### config.mk
export PLATFORM = sky130hd
export DESIGN_NAME = riscv_lsu
export DESIGN_NICKNAME = d
export VERILOG_FILES = /design/src/rtl/riscv_lsu_pkg.sv /design/src/rtl/riscv_lsu_align.sv /design/src/rtl/riscv_lsu.sv
export SDC_FILE = /design/constraint.sdc
export NUM_CORES = 1
export LEC_CHECK = 0
export ABC_AREA = 1
export CAP_MARGIN = 20
export CORE_MARGIN = 10
export CORE_UTILIZATION = 55
export CTS_CLUSTER_DIAMETER = 50
export DETAILED_ROUTE_END_ITERATION = 7
export DONT_BUFFER_PORTS = 1
export PLACE_DENSITY = 0.73
export SLEW_MARGIN = 30
export SYNTH_ARGS = -nofsm -noshare
export SYNTH_HDL_FRONTEND = slang
export SYNTH_SLANG_ARGS = --single-unit
### constraint.sdc
create_clock -name i_clk -period 1.7 [get_ports i_clk]
set_input_delay 0.51 -clock i_clk [delete_from_list [all_inputs] [get_ports i_clk]]
set_output_delay 0.51 -clock i_clk [all_outputs]
set_load 0.1 [all_outputs]
### src/rtl/riscv_lsu_pkg.sv
// Shared widths, funct3 codes, FSM state and request payload for the load/store unit.
package riscv_lsu_pkg;

    localparam int unsigned XLEN          = 32;
    localparam int unsigned DMEM_ADDR_BIT = 8;
    localparam int unsigned WADDR_W       = DMEM_ADDR_BIT - 2;
    localparam int unsigned BSEL_W        = XLEN / 8;

    localparam logic [2:0] F3_LB  = 3'b000;
    localparam logic [2:0] F3_LH  = 3'b001;
    localparam logic [2:0] F3_LW  = 3'b010;
    localparam logic [2:0] F3_LBU = 3'b100;
    localparam logic [2:0] F3_LHU = 3'b101;
    localparam logic [2:0] F3_SB  = 3'b000;
    localparam logic [2:0] F3_SH  = 3'b001;
    localparam logic [2:0] F3_SW  = 3'b010;

    typedef enum logic [1:0] {
        ST_IDLE = 2'd0,
        ST_ACC0 = 2'd1,
        ST_ACC1 = 2'd2,
        ST_DONE = 2'd3
    } lsu_state_e;

    // Request as latched on acceptance; only the byte offset of the address is kept.
    typedef struct packed {
        logic            we;
        logic [2:0]      funct3;
        logic [1:0]      off;
        logic [XLEN-1:0] wdata;
    } lsu_req_t;

    // Legal RV32I load/store encodings.
    function automatic logic f3_valid(input logic we, input logic [2:0] f3);
        if (we) begin
            return (f3 == F3_SB) || (f3 == F3_SH) || (f3 == F3_SW);
        end
        return (f3 == F3_LB) || (f3 == F3_LH) || (f3 == F3_LW) ||
               (f3 == F3_LBU) || (f3 == F3_LHU);
    endfunction

endpackage

### src/rtl/riscv_lsu_align.sv
// Combinational lane math: byte-enable masks, store data shift, load extract/extend.
module riscv_lsu_align
    import riscv_lsu_pkg::*;
(
    input  logic [2:0]        funct3,
    input  logic [1:0]        off,
    input  logic [XLEN-1:0]   wdata,
    input  logic [2*XLEN-1:0] rdata64,
    output logic [BSEL_W-1:0] sel_lo_c,
    output logic [BSEL_W-1:0] sel_hi_c,
    output logic [2*XLEN-1:0] wdata64_c,
    output logic [XLEN-1:0]   load_val_c
);

    logic [BSEL_W-1:0]   size_mask;
    logic [2*BSEL_W-1:0] mask8;
    logic [XLEN-1:0]     shifted;

    // Access size from funct3[1:0]: byte, half, word.
    always_comb begin
        size_mask = 4'hF;
        case (funct3[1:0])
            2'b00:   size_mask = 4'h1;
            2'b01:   size_mask = 4'h3;
            default: size_mask = 4'hF;
        endcase
    end

    assign mask8     = 8'(size_mask) << off;
    assign sel_lo_c  = mask8[BSEL_W-1:0];
    assign sel_hi_c  = mask8[2*BSEL_W-1:BSEL_W];
    assign wdata64_c = {XLEN'(0), wdata} << {off, 3'b000};
    assign shifted   = XLEN'(rdata64 >> {off, 3'b000});

    // Truncate to access size and sign- or zero-extend.
    always_comb begin
        load_val_c = shifted;
        case (funct3)
            F3_LB:   load_val_c = {{(XLEN-8){shifted[7]}}, shifted[7:0]};
            F3_LH:   load_val_c = {{(XLEN-16){shifted[15]}}, shifted[15:0]};
            F3_LBU:  load_val_c = {(XLEN-8)'(0), shifted[7:0]};
            F3_LHU:  load_val_c = {(XLEN-16)'(0), shifted[15:0]};
            default: load_val_c = shifted;
        endcase
    end

endmodule

### src/rtl/riscv_lsu.sv
// RV32I load/store unit driving riscv_dmem. Optional misaligned-access splitting
// is enabled by defining RISCV_LSU_MISALIGN_EN; otherwise misaligned requests are rejected.
module riscv_lsu
    import riscv_lsu_pkg::*;
(
    input  logic               i_clk,
    input  logic               i_rstn,
    input  logic               i_lsu_req,
    input  logic               i_lsu_we,
    input  logic [2:0]         i_lsu_funct3,
    input  logic [XLEN-1:0]    i_lsu_addr,
    input  logic [XLEN-1:0]    i_lsu_wdata,
    output logic [XLEN-1:0]    o_lsu_rdata,
    output logic               o_lsu_done,
    output logic               o_lsu_err,
    output logic               o_lsu_busy,
    output logic [WADDR_W-1:0] o_dmem_addr,
    output logic [XLEN-1:0]    o_dmem_data,
    output logic [BSEL_W-1:0]  o_dmem_byte_sel,
    output logic               o_dmem_wr_en,
    input  logic [XLEN-1:0]    i_dmem_data
);

    lsu_state_e         state_q, state_d;
    lsu_req_t           req_q, req_d;
    logic [XLEN-1:0]    rdata_d;
    logic               done_d, err_d, busy_d;
    logic [WADDR_W-1:0] daddr_d;
    logic [XLEN-1:0]    ddata_d;
    logic [BSEL_W-1:0]  sel_d;
    logic               wr_en_d;

    logic [2:0]         al_f3;
    logic [1:0]         al_off;
    logic [XLEN-1:0]    al_wdata;
    logic [2*XLEN-1:0]  al_rdata64;
    logic [BSEL_W-1:0]  sel_lo_c, sel_hi_c;
    logic [2*XLEN-1:0]  wdata64_c;
    logic [XLEN-1:0]    load_val_c;

    logic               unused_addr;
    assign unused_addr = ^i_lsu_addr[XLEN-1:DMEM_ADDR_BIT];

`ifdef RISCV_LSU_MISALIGN_EN
    logic [XLEN-1:0]    lo_buf_q, lo_buf_d;
`else
    logic               unused_wdata_hi;
    assign unused_wdata_hi = ^wdata64_c[2*XLEN-1:XLEN];
`endif

    // Lane math sees the live request while idle, the latched one afterwards.
    always_comb begin
        al_f3      = req_q.funct3;
        al_off     = req_q.off;
        al_wdata   = req_q.wdata;
        al_rdata64 = {XLEN'(0), i_dmem_data};
        if (state_q == ST_IDLE) begin
            al_f3    = i_lsu_funct3;
            al_off   = i_lsu_addr[1:0];
            al_wdata = i_lsu_wdata;
        end
`ifdef RISCV_LSU_MISALIGN_EN
        if (state_q == ST_ACC1) begin
            al_rdata64 = {i_dmem_data, lo_buf_q};
        end
`endif
    end

    riscv_lsu_align u_align (
        .funct3     (al_f3),
        .off        (al_off),
        .wdata      (al_wdata),
        .rdata64    (al_rdata64),
        .sel_lo_c   (sel_lo_c),
        .sel_hi_c   (sel_hi_c),
        .wdata64_c  (wdata64_c),
        .load_val_c (load_val_c)
    );

    // State register.
    always_ff @(posedge i_clk or negedge i_rstn) begin
        if (!i_rstn) begin
            state_q <= ST_IDLE;
        end else begin
            state_q <= state_d;
        end
    end

    // Next state and next values of every registered output.
    always_comb begin
        state_d = state_q;
        req_d   = req_q;
        rdata_d = o_lsu_rdata;
        done_d  = 1'b0;
        err_d   = 1'b0;
        daddr_d = o_dmem_addr;
        ddata_d = o_dmem_data;
        sel_d   = '0;
        wr_en_d = 1'b0;
`ifdef RISCV_LSU_MISALIGN_EN
        lo_buf_d = lo_buf_q;
`endif
        case (state_q)
            ST_IDLE: begin
                if (i_lsu_req) begin
                    req_d.we     = i_lsu_we;
                    req_d.funct3 = i_lsu_funct3;
                    req_d.off    = i_lsu_addr[1:0];
                    req_d.wdata  = i_lsu_wdata;
                    if (!f3_valid(i_lsu_we, i_lsu_funct3)) begin
                        state_d = ST_DONE;
                        done_d  = 1'b1;
                        err_d   = 1'b1;
`ifndef RISCV_LSU_MISALIGN_EN
                    end else if (sel_hi_c != '0) begin
                        state_d = ST_DONE;
                        done_d  = 1'b1;
                        err_d   = 1'b1;
`endif
                    end else begin
                        state_d = ST_ACC0;
                        daddr_d = i_lsu_addr[DMEM_ADDR_BIT-1:2];
                        ddata_d = wdata64_c[XLEN-1:0];
                        sel_d   = sel_lo_c;
                        wr_en_d = i_lsu_we;
                    end
                end
            end
            ST_ACC0: begin
`ifdef RISCV_LSU_MISALIGN_EN
                if (sel_hi_c != '0) begin
                    state_d  = ST_ACC1;
                    lo_buf_d = i_dmem_data;
                    daddr_d  = o_dmem_addr + WADDR_W'(1);
                    ddata_d  = wdata64_c[2*XLEN-1:XLEN];
                    sel_d    = sel_hi_c;
                    wr_en_d  = req_q.we;
                end else
`endif
                begin
                    state_d = ST_DONE;
                    done_d  = 1'b1;
                    if (!req_q.we) begin
                        rdata_d = load_val_c;
                    end
                end
            end
`ifdef RISCV_LSU_MISALIGN_EN
            ST_ACC1: begin
                state_d = ST_DONE;
                done_d  = 1'b1;
                if (!req_q.we) begin
                    rdata_d = load_val_c;
                end
            end
`endif
            ST_DONE: begin
                state_d = ST_IDLE;
            end
            default: begin
                state_d = ST_IDLE;
            end
        endcase
        busy_d = (state_d != ST_IDLE);
    end

    // Request latch, load buffer and output registers.
    always_ff @(posedge i_clk or negedge i_rstn) begin
        if (!i_rstn) begin
            req_q           <= '0;
            o_lsu_rdata     <= '0;
            o_lsu_done      <= 1'b0;
            o_lsu_err       <= 1'b0;
            o_lsu_busy      <= 1'b0;
            o_dmem_addr     <= '0;
            o_dmem_data     <= '0;
            o_dmem_byte_sel <= '0;
            o_dmem_wr_en    <= 1'b0;
`ifdef RISCV_LSU_MISALIGN_EN
            lo_buf_q        <= '0;
`endif
        end else begin
            req_q           <= req_d;
            o_lsu_rdata     <= rdata_d;
            o_lsu_done      <= done_d;
            o_lsu_err       <= err_d;
            o_lsu_busy      <= busy_d;
            o_dmem_addr     <= daddr_d;
            o_dmem_data     <= ddata_d;
            o_dmem_byte_sel <= sel_d;
            o_dmem_wr_en    <= wr_en_d;
`ifdef RISCV_LSU_MISALIGN_EN
            lo_buf_q        <= lo_buf_d;
`endif
        end
    end

endmodule

Word-level counts from Yosys, hierarchy flattened
Cells that the tools add are included.

Equal/unequal tests: 9. Shift-type cells: 3. Multiplexer cells: 29. Bitwise gates (word level): 2. Reduce and logical (&&, ||, !) cells: 13.

Operators by type and width (count): $pmux W32 S4 (1); $mux W32 (1); $shl A32 B5 Y32 (1); $shr A32 B5 Y32 (1); $mux W4 (4); $mux W1 (15); $eq A3 B3 Y1 const B (4); $mux W2 (4); $pmux W4 S2 (1); $shl A4 B2 Y8 (1); $eq A3 B1 Y1 const B (2); $logic_not A3 Y1 (2); $eq A2 B1 Y1 const B (2); $logic_not A2 Y1 (2); $logic_or A1 B1 Y1 (4); $pmux W2 S2 (1); $reduce_and A2 Y1 (2); $reduce_and A4 Y1 (1); $reduce_bool A4 Y1 (1); $eq A3 B2 Y1 const B (1); $mux W3 (1); $not A1 Y1 (2); $pmux W1 S2 (1); $reduce_bool A2 Y1 (1).

Register bits: 118. Input port bits: 103. Output and inout port bits: 78. Logic and storage cells: 69.

Depth between registers and ports, before layout
Gate-level depths: netlist (run 1).

Word-level depth: 12. Gate-level depth with buffers: 13. Depth with buffers taken out: 11.

Hierarchy
Synthesis (run 1) repeated with hierarchy kept, for this count alone.

Cell total of the unflattened synthesis: 1065. Area total of the unflattened synthesis: 7292.0 sq um.

Modules (own cells, without submodules): riscv_lsu (times used 1, cells an instance 587, area an instance 5176.2 sq um, seq. area each 2952.8 sq um); riscv_lsu_align (times used 1, cells an instance 478, area an instance 2115.8 sq um, seq. area each 0.0 sq um).

Least setup slack after synthesis (run 1)
OpenSTA, ideal clock, no wires.

Kind: register -> register. From: register state_q[1]. To: register o_dmem_data[10]. Setup time: 122 ps. Arrival: 1545 ps. Data required time: 1578 ps. Path slack: 33 ps. Cell stages (with the launch flop): 14. Path buffers: 3. Clock period less this slack: 1667 ps. Path through: dfrtp_1 inv_1 nand2_4 buf_6 nand2_2 nand2_4 nand3_1 nand2_1 nor2_4 nand2_2 buf_6 buf_8 nand2_1 nand2_1.

Cells in the longest elaborated chain, start to end: 8. Elaborated cells on any way between the ends: 12. Classes of those cells: eq/ne: 1; shift: 2; mux: 4; bitwise: 1; reduce/logical: 4.

RTL lines: from (decl) (RTL line riscv_lsu.sv:24) `lsu_state_e state_q, state_d;`; from (signal assigned) (RTL line riscv_lsu.sv:85) `state_q <= state_d;`; $logic_not A2 Y1 * (RTL line riscv_lsu.sv:57, riscv_lsu.sv:103); $mux W3 (RTL line riscv_lsu.sv:57) `if (state_q == ST_IDLE) begin`; $eq A2 B1 Y1 / $logic_not A2 Y1 (equally long branches) (RTL line riscv_lsu_align.sv:22) `case (funct3[1:0])`; $pmux W4 S2 (RTL line riscv_lsu_align.sv:22); $shl A4 B2 Y8 (RTL line riscv_lsu_align.sv:29) `assign mask8 = 8'(size_mask) << off;`; $reduce_bool A4 Y1 (RTL line riscv_lsu.sv:115) `end else if (sel_hi_c != '0) begin`; $not A1 Y1 (no source line); $reduce_and A4 Y1 (no source line); to (signal assigned) (RTL line riscv_lsu.sv:189) `o_dmem_data <= ddata_d;`; to (decl) (RTL line riscv_lsu.sv:18) `output logic [XLEN-1:0] o_dmem_data,`.

Every way passes the cells marked *; elsewhere a longest branch is shown, timed or not. A chain may end at the register's enable or synchronous reset.

Final worst setup path (run 1)
From: register state_q[0]. To: register o_dmem_data[0].

The elaborated chain is that of the path after synthesis.

==> results of run 1 <==
## layout make-up
cell class	instances	area, um2	share of cell area, %
clock buffer	18	439	5.10
clock inverter	14	183	2.12
inverter	56	214	2.49
multi-input combinational	673	3210	37.3
sequential	118	2970	34.5
tap	143	179	2.08
timing repair buffer	133	1410	16.4
## worst reg2reg max path: cells and delay by family, from the launching register on
| family | cells | cell delay (ps) |
|---|---|---|
| flops | 1 | 430 |
| simple gates | 9 | 1110 |
| buf+inv | 2 | 320 |
## cell usage after synthesis (4+ instances only)
library cell    n  area [um2]
o21ai_0        74         370
nor2_1         41         154
buf_2          29         145
nand3_1       135         676
nand2_2         4        25.0
or2_2          17         106
nand2_1       377        1420
o21ai_1         8        40.0
clkbuf_1       20        75.1
inv_1          54         203
a21oi_1         8        40.0
dfrtp_1       118        2950
## routing by layer
layer | GRT usage, % | up-vias | wire [um]
met5 | 0 | - | 0
li1 | - | 3062 | -
met3 | 8.15 | 26 | 2360
met4 | 6.62 | 0 | 314
met2 | 37.4 | 357 | 10300
met1 | 32.2 | 3104 | 8590
## flip-flops by register name, indices dropped and copies added, names as in the netlist
| signal | count |
|---|---|
| o_dmem_byte_sel | 4 |
| o_lsu_err | 1 |
| o_lsu_busy | 1 |
| o_dmem_addr | 6 |
| o_lsu_done | 1 |
| o_lsu_rdata | 32 |
| o_dmem_wr_en | 1 |
| req_q | 38 |
| state_q | 2 |
| o_dmem_data | 32 |
## logic make-up after synthesis
group,count (synthesis),share of synthesized area [%]
AO/OA/AOI/OAI,90,7.08
flip-flops,118,46.4
AND/OR/NAND/NOR,583,38.7
buffers and inverters,113,7.82
## what timing repair did
item / 4_1_cts / 5_1_grt
pin swaps: 8 / 34
gates resized for setup: 59 / 77
gates cloned: 4 / 7
buffers inserted: 15 / 4
endpoints found under the hold margin: 118 / 118
endpoints found under the setup margin: 89 / 78
## through the flow
stage / setup TNS, ps / cells / util [%]
2_1_floorplan: 0 / 904 / -
3_3_place_gp: -2000 / 1097 / 62.9
3_5_place_dp: -5770 / 1097 / 62.9
4_1_cts: -2910 / 1148 / 71.7
5_1_grt: -18530 / 1155 / 75.7
6_report: -11630 / 1155 / 75.7
## worst paths after layout
kind | startpoint | end | slack (ps) | cells past startpoint
setup / recovery | state_q[0]$_DFF_PN0_ | o_dmem_data[0]$_DFFE_PN0P_ | -230 | 11
hold / removal | i_rstn | req_q[6]$_DFFE_PN0P_ | -200 | 0
setup reg to reg | state_q[0]$_DFF_PN0_ | o_dmem_data[0]$_DFFE_PN0P_ | -230 | 11
hold reg to reg | o_dmem_data[5]$_DFFE_PN0P_ | o_dmem_data[5]$_DFFE_PN0P_ | 480 | 2
max in group asynchronous | i_rstn | o_dmem_data[30]$_DFFE_PN0P_ | 1730 | 0
min in group i_clk | i_lsu_addr[1] | o_dmem_byte_sel[1]$_DFF_PN0_ | 160 | 1
==> impl_summary.log, run 1 <==
INFO  metric worst_ep_required_time = between 2000 and 2500 ps
INFO  metric pin_count = roughly 180
INFO  metric worstSetupPathType = register to register
INFO  metric synth.net_count = just over 1,000
INFO  metric area_growth_from_synthesis_to_layout = 35.2%
INFO  metric post_synth_inst_count = 904
INFO  metric die-width = 128 um
INFO  metric post_route_cells_drive_above_1_share = 27.3%
INFO  metric slew_headroom = 66.4%
INFO  metric critical_path_arrival = between 2000 and 2500 ps
INFO  metric ys_ff_latch = 118
INFO  metric critical-path-top-delay-family = simple AND/OR/NAND/NOR gates
INFO  metric design.die.area = 16,300 um2
INFO  metric detail-route-antenna-nets = 0
INFO  metric crit_path_end_kind = register
INFO  metric floorplan.core_area = around 11,000 um2
INFO  metric grt.total_usage = 24.3%
INFO  metric critPathMostFrequentCell = nand2_2
INFO  metric cts_buffers = 17
INFO  metric post_drt_via_cell_ratio = 5.67
INFO  metric drc = 0
INFO  metric cts_num_sinks = 118
INFO  metric grt_first_pass_wirelength = 32,100 um
INFO  metric synth_area_per_cell = 7.04 um2
INFO  metric max_clock_freq = 518 MHz
INFO  metric antenna_found_initial = 0
INFO  metric design.final.nets = 1,102
INFO  metric cts.htree.levels = 4
INFO  metric preCtsSetupSlack = -132 ps
INFO  metric routed_wl = 21,600 um
INFO  metric place.detailed.hpwl = 13,800 um
INFO  metric clock_pin_slew_on_the_worst_setup_and_hold_paths = 60 ps
INFO  metric setup_repair_after_global_routing_missed_its_margin = yes
INFO  metric critical-path-max-stage-delay = 430 ps
INFO  metric final_min_period_over_clock_period = 113%
INFO  metric critical_path.startpoint_type = register
INFO  metric leading_cell_type_in_the_layout_fill_and_taps_excluded = nand2_1
INFO  metric longest_clk_path_bufs = 2
INFO  metric synth_enable_flop_cells = 0
INFO  metric master_of_the_slowest_instance_on_the_critical_path = dfrtp_1
INFO  metric synth_area = about 6400 um2
INFO  metric n_antenna_cell = 0
INFO  metric clock_latency = roughly 410 ps
INFO  metric globalRoute.totalOverflow = 0
INFO  metric fin_hold_ws = -203 ps
INFO  metric drt-pass1-iter-count = 6
INFO  metric finalHoldViolCount = roughly 120
INFO  metric cts-root-buf = clkbuf_16
INFO  metric worstPathBufferInverterCount = 2
INFO  metric ys.flop_type = dfrtp_1
INFO  metric postLayoutCellArea = ~8600 um2
INFO  metric final-setup-viol-count = 70
INFO  metric final_max_slew_viol_count = 0
INFO  metric floorplan.initialDensity = 56.0%
INFO  metric run_status = finished, violations left
INFO  metric io_buffer_count = 0
INFO  metric num_rows = 39
INFO  metric grt_pass1_vias = 6,023
INFO  metric die_height = 128 um
INFO  metric layout_common_cells = nand2_1, nand3_1, dfrtp_1
INFO  metric wire_per_inst = ~19 um
INFO  metric worst_margin_slew = between 500 and 600 ps
INFO  metric globalplace.congestion = 0.977
INFO  metric synth_async_sr_flop_share = 100%
INFO  metric path_cells = nor2_4 -> nand2_2 -> nand2_4 -> nand2_2 -> nand2_2 -> nand2_2 -> nor2_4 -> buf_12 -> buf_16 -> nand3_1 -> nand2_1
INFO  metric grt_start_max_net_pins = 119
INFO  metric final_period_minus_worst_setup_slack = slightly below 2000 ps
INFO  metric via_count = 6,549
INFO  metric maximum_fanout_encountered_on_the_critical_timing_path = 10
INFO  metric ys_seq_area_share = 46.4%
INFO  metric drt-initial-drc-count = 742
INFO  metric synth.distinct_cells = 22
INFO  metric holdCritPathClass = input pin to async pin
INFO  metric n_fill_cell = 822
INFO  metric final.setup_skew = 7.93 ps
INFO  metric placedInstanceArea = 7160 um2
INFO  metric drv.max_cap_violation_count = 0
INFO  metric violated_checks = negative hold slack, negative setup slack
INFO  metric fin_ws = -229 ps
INFO  metric synth_warnings = 0
INFO  metric cts_tree = built
Power of run 1 is not shown: default switching activity piles up to over one toggle a cycle in this logic, so the estimate is an artifact.
==> inputs of run 2 (changes only) <==
--- a/config.mk
+++ b/config.mk
@@ -13,6 +13,7 @@
 export DETAILED_ROUTE_END_ITERATION = 7
 export DONT_BUFFER_PORTS = 1
 export PLACE_DENSITY = 0.73
+export SKIP_CTS_REPAIR_TIMING = 1
 export SLEW_MARGIN = 30
 export SYNTH_ARGS = -nofsm -noshare
 export SYNTH_HDL_FRONTEND = slang
==> run 2 against run 1 <==
  * The flow still finishes with violations (negative hold slack, negative setup slack)
  * Routed wire length shrank 1.5%
  * Hold slack better by 0.61 ps
  * Via count decreased by 1.7%
  * Count of clock-buffer cells in the layout did not move
  * Largest cell class unchanged
==> impl_summary.log, run 2 (synthesis gave the netlist of run 1 again) <==
INFO  metric cts.htree.levels = 4
INFO  metric longest_clk_path_bufs = 2
INFO  metric grt.total_usage = 23.0%
INFO  metric place.detailed.hpwl = between 10,000 and 15,000 um
INFO  metric critical_path_arrival = 2280 ps
INFO  metric antenna_found_initial = 0
INFO  metric final.setup_skew = 7.71 ps
INFO  metric drt-initial-drc-count = 760
INFO  metric largest_register = req_q
INFO  metric worstReg2RegStart = state_q[0]$_DFF_PN0_
INFO  metric fin_ws = -228 ps
INFO  metric grt_start_max_net_pins = 119
INFO  metric cts_num_sinks = about 120
INFO  metric worst_margin_slew = 504 ps
INFO  metric design.final.nets = ~1,100
INFO  metric maximum_fanout_encountered_on_the_critical_timing_path = 9
INFO  metric layout_common_cells = nand2_1, nand3_1, buf_4
INFO  metric slew_headroom = 66.4%
INFO  metric cts_tree = built
INFO  metric detail-route-antenna-nets = 0
INFO  metric n_antenna_cell = 0
INFO  metric placedInstanceArea = roughly 7200 um2
INFO  metric area_growth_from_synthesis_to_layout = 31.2%
INFO  metric largest_reg_flops = 38
INFO  metric post_drt_via_cell_ratio = 5.59
INFO  metric fin_hold_ws = -203 ps
INFO  metric post_route_cells_drive_above_1_share = 27.0%
INFO  metric setup_repair_after_global_routing_missed_its_margin = yes
INFO  metric drt-pass1-iter-count = 5
INFO  metric num_rows = 39
INFO  metric critical_path.startpoint_type = register
INFO  metric final-setup-viol-count = 69
INFO  metric postLayoutCellArea = 8350 um2
INFO  metric io_buffer_count = 0
INFO  metric final_min_period_over_clock_period = 113%
INFO  metric worst_setup_path_endpoint = o_dmem_data[11]$_DFFE_PN0P_
INFO  metric design.die.area = about 16,000 um2
INFO  metric floorplan.initialDensity = 56.0%
INFO  metric grt_pass1_vias = 5,725
INFO  metric max_clock_freq = 519 MHz
INFO  metric globalplace.congestion = a little under 1
INFO  metric final_period_minus_worst_setup_slack = 1930 ps
INFO  metric globalRoute.totalOverflow = 0
INFO  metric grt_first_pass_wirelength = 30,400 um
INFO  metric run_status = finished, violations left
INFO  metric final_max_slew_viol_count = 0
INFO  metric worst_ep_required_time = 2050 ps
INFO  metric finalHoldViolCount = 118
INFO  metric clock_pin_slew_on_the_worst_setup_and_hold_paths = 50 ps
INFO  metric drv.max_cap_violation_count = 0
INFO  metric leading_cell_type_in_the_layout_fill_and_taps_excluded = nand2_1
INFO  metric clock_latency = 410 ps
INFO  metric crit_path_end_kind = register
INFO  metric preCtsSetupSlack = -132 ps
INFO  metric largest_registers = req_q (38), o_dmem_data (32), o_lsu_rdata (32)
INFO  metric routed_wl = 21,200 um
INFO  metric drc = 0
INFO  metric die_height = about 130 um
INFO  metric wire_per_inst = 18.5 um
INFO  metric via_count = 6,436
INFO  metric cts_buffers = 17
INFO  metric violated_checks = negative hold slack, negative setup slack
INFO  metric setup.worst_path.start = state_q[0]$_DFF_PN0_
INFO  metric floorplan.core_area = ~11,000 um2
INFO  metric cts-root-buf = clkbuf_16
INFO  metric die-width = ~130 um
INFO  metric holdCritPathClass = input pin to async pin
INFO  metric ff2ff_setup_slack = -230 ps
INFO  metric worstRegToRegCells = 11
INFO  metric worstSetupPathType = register to register
INFO  metric critical_path.reg2reg.endpoint = o_dmem_data[11]$_DFFE_PN0P_
INFO  metric pin_count = 181
-- run 2: changes by cell type in the layout (fill, tap and decap cells not counted), moves of 9 or more --
cell | previous run | this run
buf_4 | 92 | 102
buf_6 | 18 | 9
nand2_1 | 353 | 326
nand2_2 | 23 | 46
nand3_1 | 113 | 129
nand3_2 | 21 | 7
o21ai_0 | 60 | 71
-- run 2: worst min-delay path by stage --
stage	slack, ps	to
after floorplan	210	o_dmem_addr[0]$_DFFE_PN0P_
after global placement	220	req_q[28]$_DFFE_PN0P_
after detailed placement	220	req_q[30]$_DFFE_PN0P_
after CTS	-220	req_q[17]$_DFFE_PN0P_
after global routing	-220	req_q[31]$_DFFE_PN0P_
final	-200	req_q[13]$_DFFE_PN0P_
-- run 2: metrics by stage --
stage | util (%) | std cells | TNS [ps] | hold WS [ps]
after floorplan | - | 904 | 0 | 214
after global placement | 62.9 | 1097 | -2000 | 219
after detailed placement | 62.9 | 1097 | -5770 | 218
after CTS | 68.4 | 1129 | -9000 | -217
after global routing | 73.5 | 1151 | -16920 | -217
final | 73.5 | 1151 | -10060 | -203
-- run 2: area by class of cell --
type | instances | area, um2
tap | 143 | 179
timing repair buffer | 128 | 1210
sequential | 118 | 2970
clock buffer | 18 | 439
multi-input combinational | 674 | 3150
clock inverter | 14 | 183
inverter | 56 | 210
fill | 883 | 3020
-- run 2: critical path, stage by stage, from the launching register on --
cell	delay [ps]
dfrtp_2	450
nor2_4	220
buf_12	160
nand2_1	50
nand2_1	110
nand3_1	120
nand2_2	130
nor2_4	70
nand2_4	210
buf_8	180
nand2_1	60
nand2_1	80
-- run 2: metal layers --
| metal | up-vias | GRT usage (%) | part of all wire (%) |
|---|---|---|---|
| li1 | 3050 | - | - |
| met1 | 2990 | 31.2 | 40 |
| met2 | 350 | 34.3 | 47 |
| met3 | 46 | 8.02 | 11 |
| met4 | 0 | 6.09 | 2.0 |
| met5 | - | 0 | 0 |
Power of run 2 is left out for the same reason.
==> inputs of run 3 (changes only) <==
--- a/config.mk
+++ b/config.mk
@@ -8,11 +8,11 @@
 export ABC_AREA = 1
 export CAP_MARGIN = 20
 export CORE_MARGIN = 10
-export CORE_UTILIZATION = 55
+export CORE_UTILIZATION = 58
 export CTS_CLUSTER_DIAMETER = 50
 export DETAILED_ROUTE_END_ITERATION = 7
 export DONT_BUFFER_PORTS = 1
-export PLACE_DENSITY = 0.73
+export PLACE_DENSITY = 0.76
 export SKIP_CTS_REPAIR_TIMING = 1
 export SLEW_MARGIN = 30
 export SYNTH_ARGS = -nofsm -noshare
==> run 3 against run 2 <==
  * Critical path depth increased by 1
  * Count of clock-buffer cells in the layout increased by 3
  * Cell count about the same
  * Sequential cell count unchanged
  * Non-clock buffer count increased by 5
  * The run still ends with negative hold slack, negative setup slack left
  * Global-route usage increased by 2.0 points
==> impl_summary.log, run 3 (synthesis gave the netlist of run 1 again) <==
INFO  metric largest_register = req_q
INFO  metric setup_repair_after_global_routing_missed_its_margin = yes
INFO  metric critPathMostFrequentCell = nand2_4
INFO  metric critical-path-max-stage-delay = between 400 and 500 ps
INFO  metric critical_path_arrival = ~2400 ps
INFO  metric floorplan.core_area = roughly 11,000 um2
INFO  metric detail-route-antenna-nets = 0
INFO  metric place.detailed.hpwl = 14,200 um
INFO  metric design.final.nets = 1,102
INFO  metric globalplace.congestion = 0.927
INFO  metric grt_pass1_vias = 6,072
INFO  metric area_growth_from_synthesis_to_layout = 35.7%
INFO  metric crit_path_end_kind = register
INFO  metric violated_checks = negative hold slack, negative setup slack
INFO  metric clock_latency = 530 ps
INFO  metric floorplan.initialDensity = 59.0%
INFO  metric grt_first_pass_wirelength = 32,000 um
INFO  metric final_period_minus_worst_setup_slack = 1970 ps
INFO  metric via_count = 6,711
INFO  metric worst_ep_required_time = 2120 ps
INFO  metric leading_cell_type_in_the_layout_fill_and_taps_excluded = nand2_1
INFO  metric die_height = 125 um
INFO  metric fin_hold_ws = -331 ps
INFO  metric clock_pin_slew_on_the_worst_setup_and_hold_paths = about 60 ps
INFO  metric max_clock_freq = 507 MHz
INFO  metric die-width = 125 um
INFO  metric largest_registers = req_q (38), o_dmem_data (32), o_lsu_rdata (32)
INFO  metric slew_headroom = 71.5%
INFO  metric cts-root-buf = clkbuf_8
INFO  metric final_min_period_over_clock_period = 116%
INFO  metric worstSetupPathType = register to register
INFO  metric placedInstanceArea = 7340 um2
INFO  metric cts_tree = built
INFO  metric cts_num_sinks = 118
INFO  metric master_of_the_slowest_instance_on_the_critical_path = dfrtp_2
INFO  metric holdCritPathClass = input pin to async pin
INFO  metric final_max_slew_viol_count = 0
INFO  metric drv.max_cap_violation_count = 0
INFO  metric n_fill_cell = 723
INFO  metric antenna_found_initial = 0
INFO  metric cts_buffers = 17
INFO  metric drc = 0
INFO  metric maximum_fanout_encountered_on_the_critical_timing_path = 6
INFO  metric pin_count = around 180
INFO  metric finish.utilization = between 80% and 90%
INFO  metric cts.htree.levels = 4
INFO  metric path_cells = nor2_4 -> buf_12 -> nand2_4 -> nand2_4 -> inv_2 -> nand2_2 -> nand2_2 -> nor2_4 -> nand2_4 -> clkbuf_16 -> nand2_1 -> nand2_1
INFO  metric critical_path.startpoint_type = register
INFO  metric io_buffer_count = 0
INFO  metric fin_ws = -272 ps
INFO  metric routed_wl = 22,800 um
INFO  metric post_drt_via_cell_ratio = between 5 and 6
INFO  metric n_antenna_cell = 0
INFO  metric final.setup_skew = a little over 6 ps
INFO  metric run_status = finished, violations left
INFO  metric wire_per_inst = about 20 um
INFO  metric postLayoutCellArea = 8640 um2
INFO  metric layout_common_cells = nand2_1, nand3_1, dfrtp_1
INFO  metric design.die.area = 15,600 um2
INFO  metric drt-initial-drc-count = 1,034
INFO  metric num_rows = 38
INFO  metric drt-pass1-iter-count = 6
INFO  metric longest_clk_path_bufs = 2
INFO  metric final-setup-viol-count = 74
INFO  metric grt.total_usage = between 20% and 30%
INFO  metric finalHoldViolCount = 118
INFO  metric worst_margin_slew = 422 ps
INFO  metric largest_reg_flops = 38
INFO  metric grt_start_max_net_pins = about 120
INFO  metric post_route_cells_drive_above_1_share = 26.0%
INFO  metric globalRoute.totalOverflow = 0
run 3: cell count changes in the layout (fill, tap and decap cells not counted), moves of 4 or more:
| cell | previous run | this run |
|---|---|---|
| buf_12 | 8 | 23 |
| buf_4 | 102 | 71 |
| buf_6 | 9 | 32 |
| clkinv_2 | 6 | 2 |
| dfrtp_2 | 17 | 4 |
| dfrtp_4 | 0 | 13 |
| nand2_1 | 326 | 334 |
| nand2_2 | 46 | 35 |
| o21ai_0 | 71 | 62 |
| o21ai_1 | 9 | 18 |
run 3: worst paths after layout:
path	start	end	slack [ps]	depth (start not counted)
min in group i_clk	i_lsu_addr[1]	o_dmem_byte_sel[1]$_DFF_PN0_	40	1
min reg2reg	o_lsu_rdata[14]$_DFFE_PN0P_	o_lsu_rdata[14]$_DFFE_PN0P_	480	2
max in group asynchronous	i_rstn	o_lsu_rdata[20]$_DFFE_PN0P_	1840	0
max	state_q[0]$_DFF_PN0_	o_dmem_data[0]$_DFFE_PN0P_	-270	12
min	i_rstn	o_dmem_addr[2]$_DFFE_PN0P_	-330	0
max reg2reg	state_q[0]$_DFF_PN0_	o_dmem_data[0]$_DFFE_PN0P_	-270	12
run 3: critical path, delay by kind of cell (launching register included):
family                 cells  cell delay (ps)
buffers and inverters      3              400
flip-flops                 1              430
AND/OR/NAND/NOR            9             1020
run 3: routing by layer:
layer | routed length [um] | share of wire (%) | global-route usage [%]
met5 | 0 | 0 | 0
met4 | 582 | 2.5 | 8.77
met3 | 2630 | 12 | 8.00
met2 | 10600 | 46 | 36.1
met1 | 9060 | 40 | 34.4
run 3: final cells by class:
class                      count  area [um2]  share of cell area (%)
clock inverter                11         125                    1.45
tap                          140         175                    2.03
sequential                   118        3010                    34.8
timing repair buffer         133        1520                    17.6
multi-input combinational    673        3140                    36.3
clock buffer                  21         459                    5.32
inverter                      56         215                    2.49
run 3: metrics by stage:
stage	worst slack [ps]	cells	setup TNS [ps]
6_report	-272	1152	-10980
5_1_grt	-303	1152	-15370
4_1_cts	-291	1137	-11470
3_5_place_dp	-161	1105	-5580
3_3_place_gp	-103	1105	-2810
2_1_floorplan	32.7	904	0
Power of run 3 is left out for the same reason.
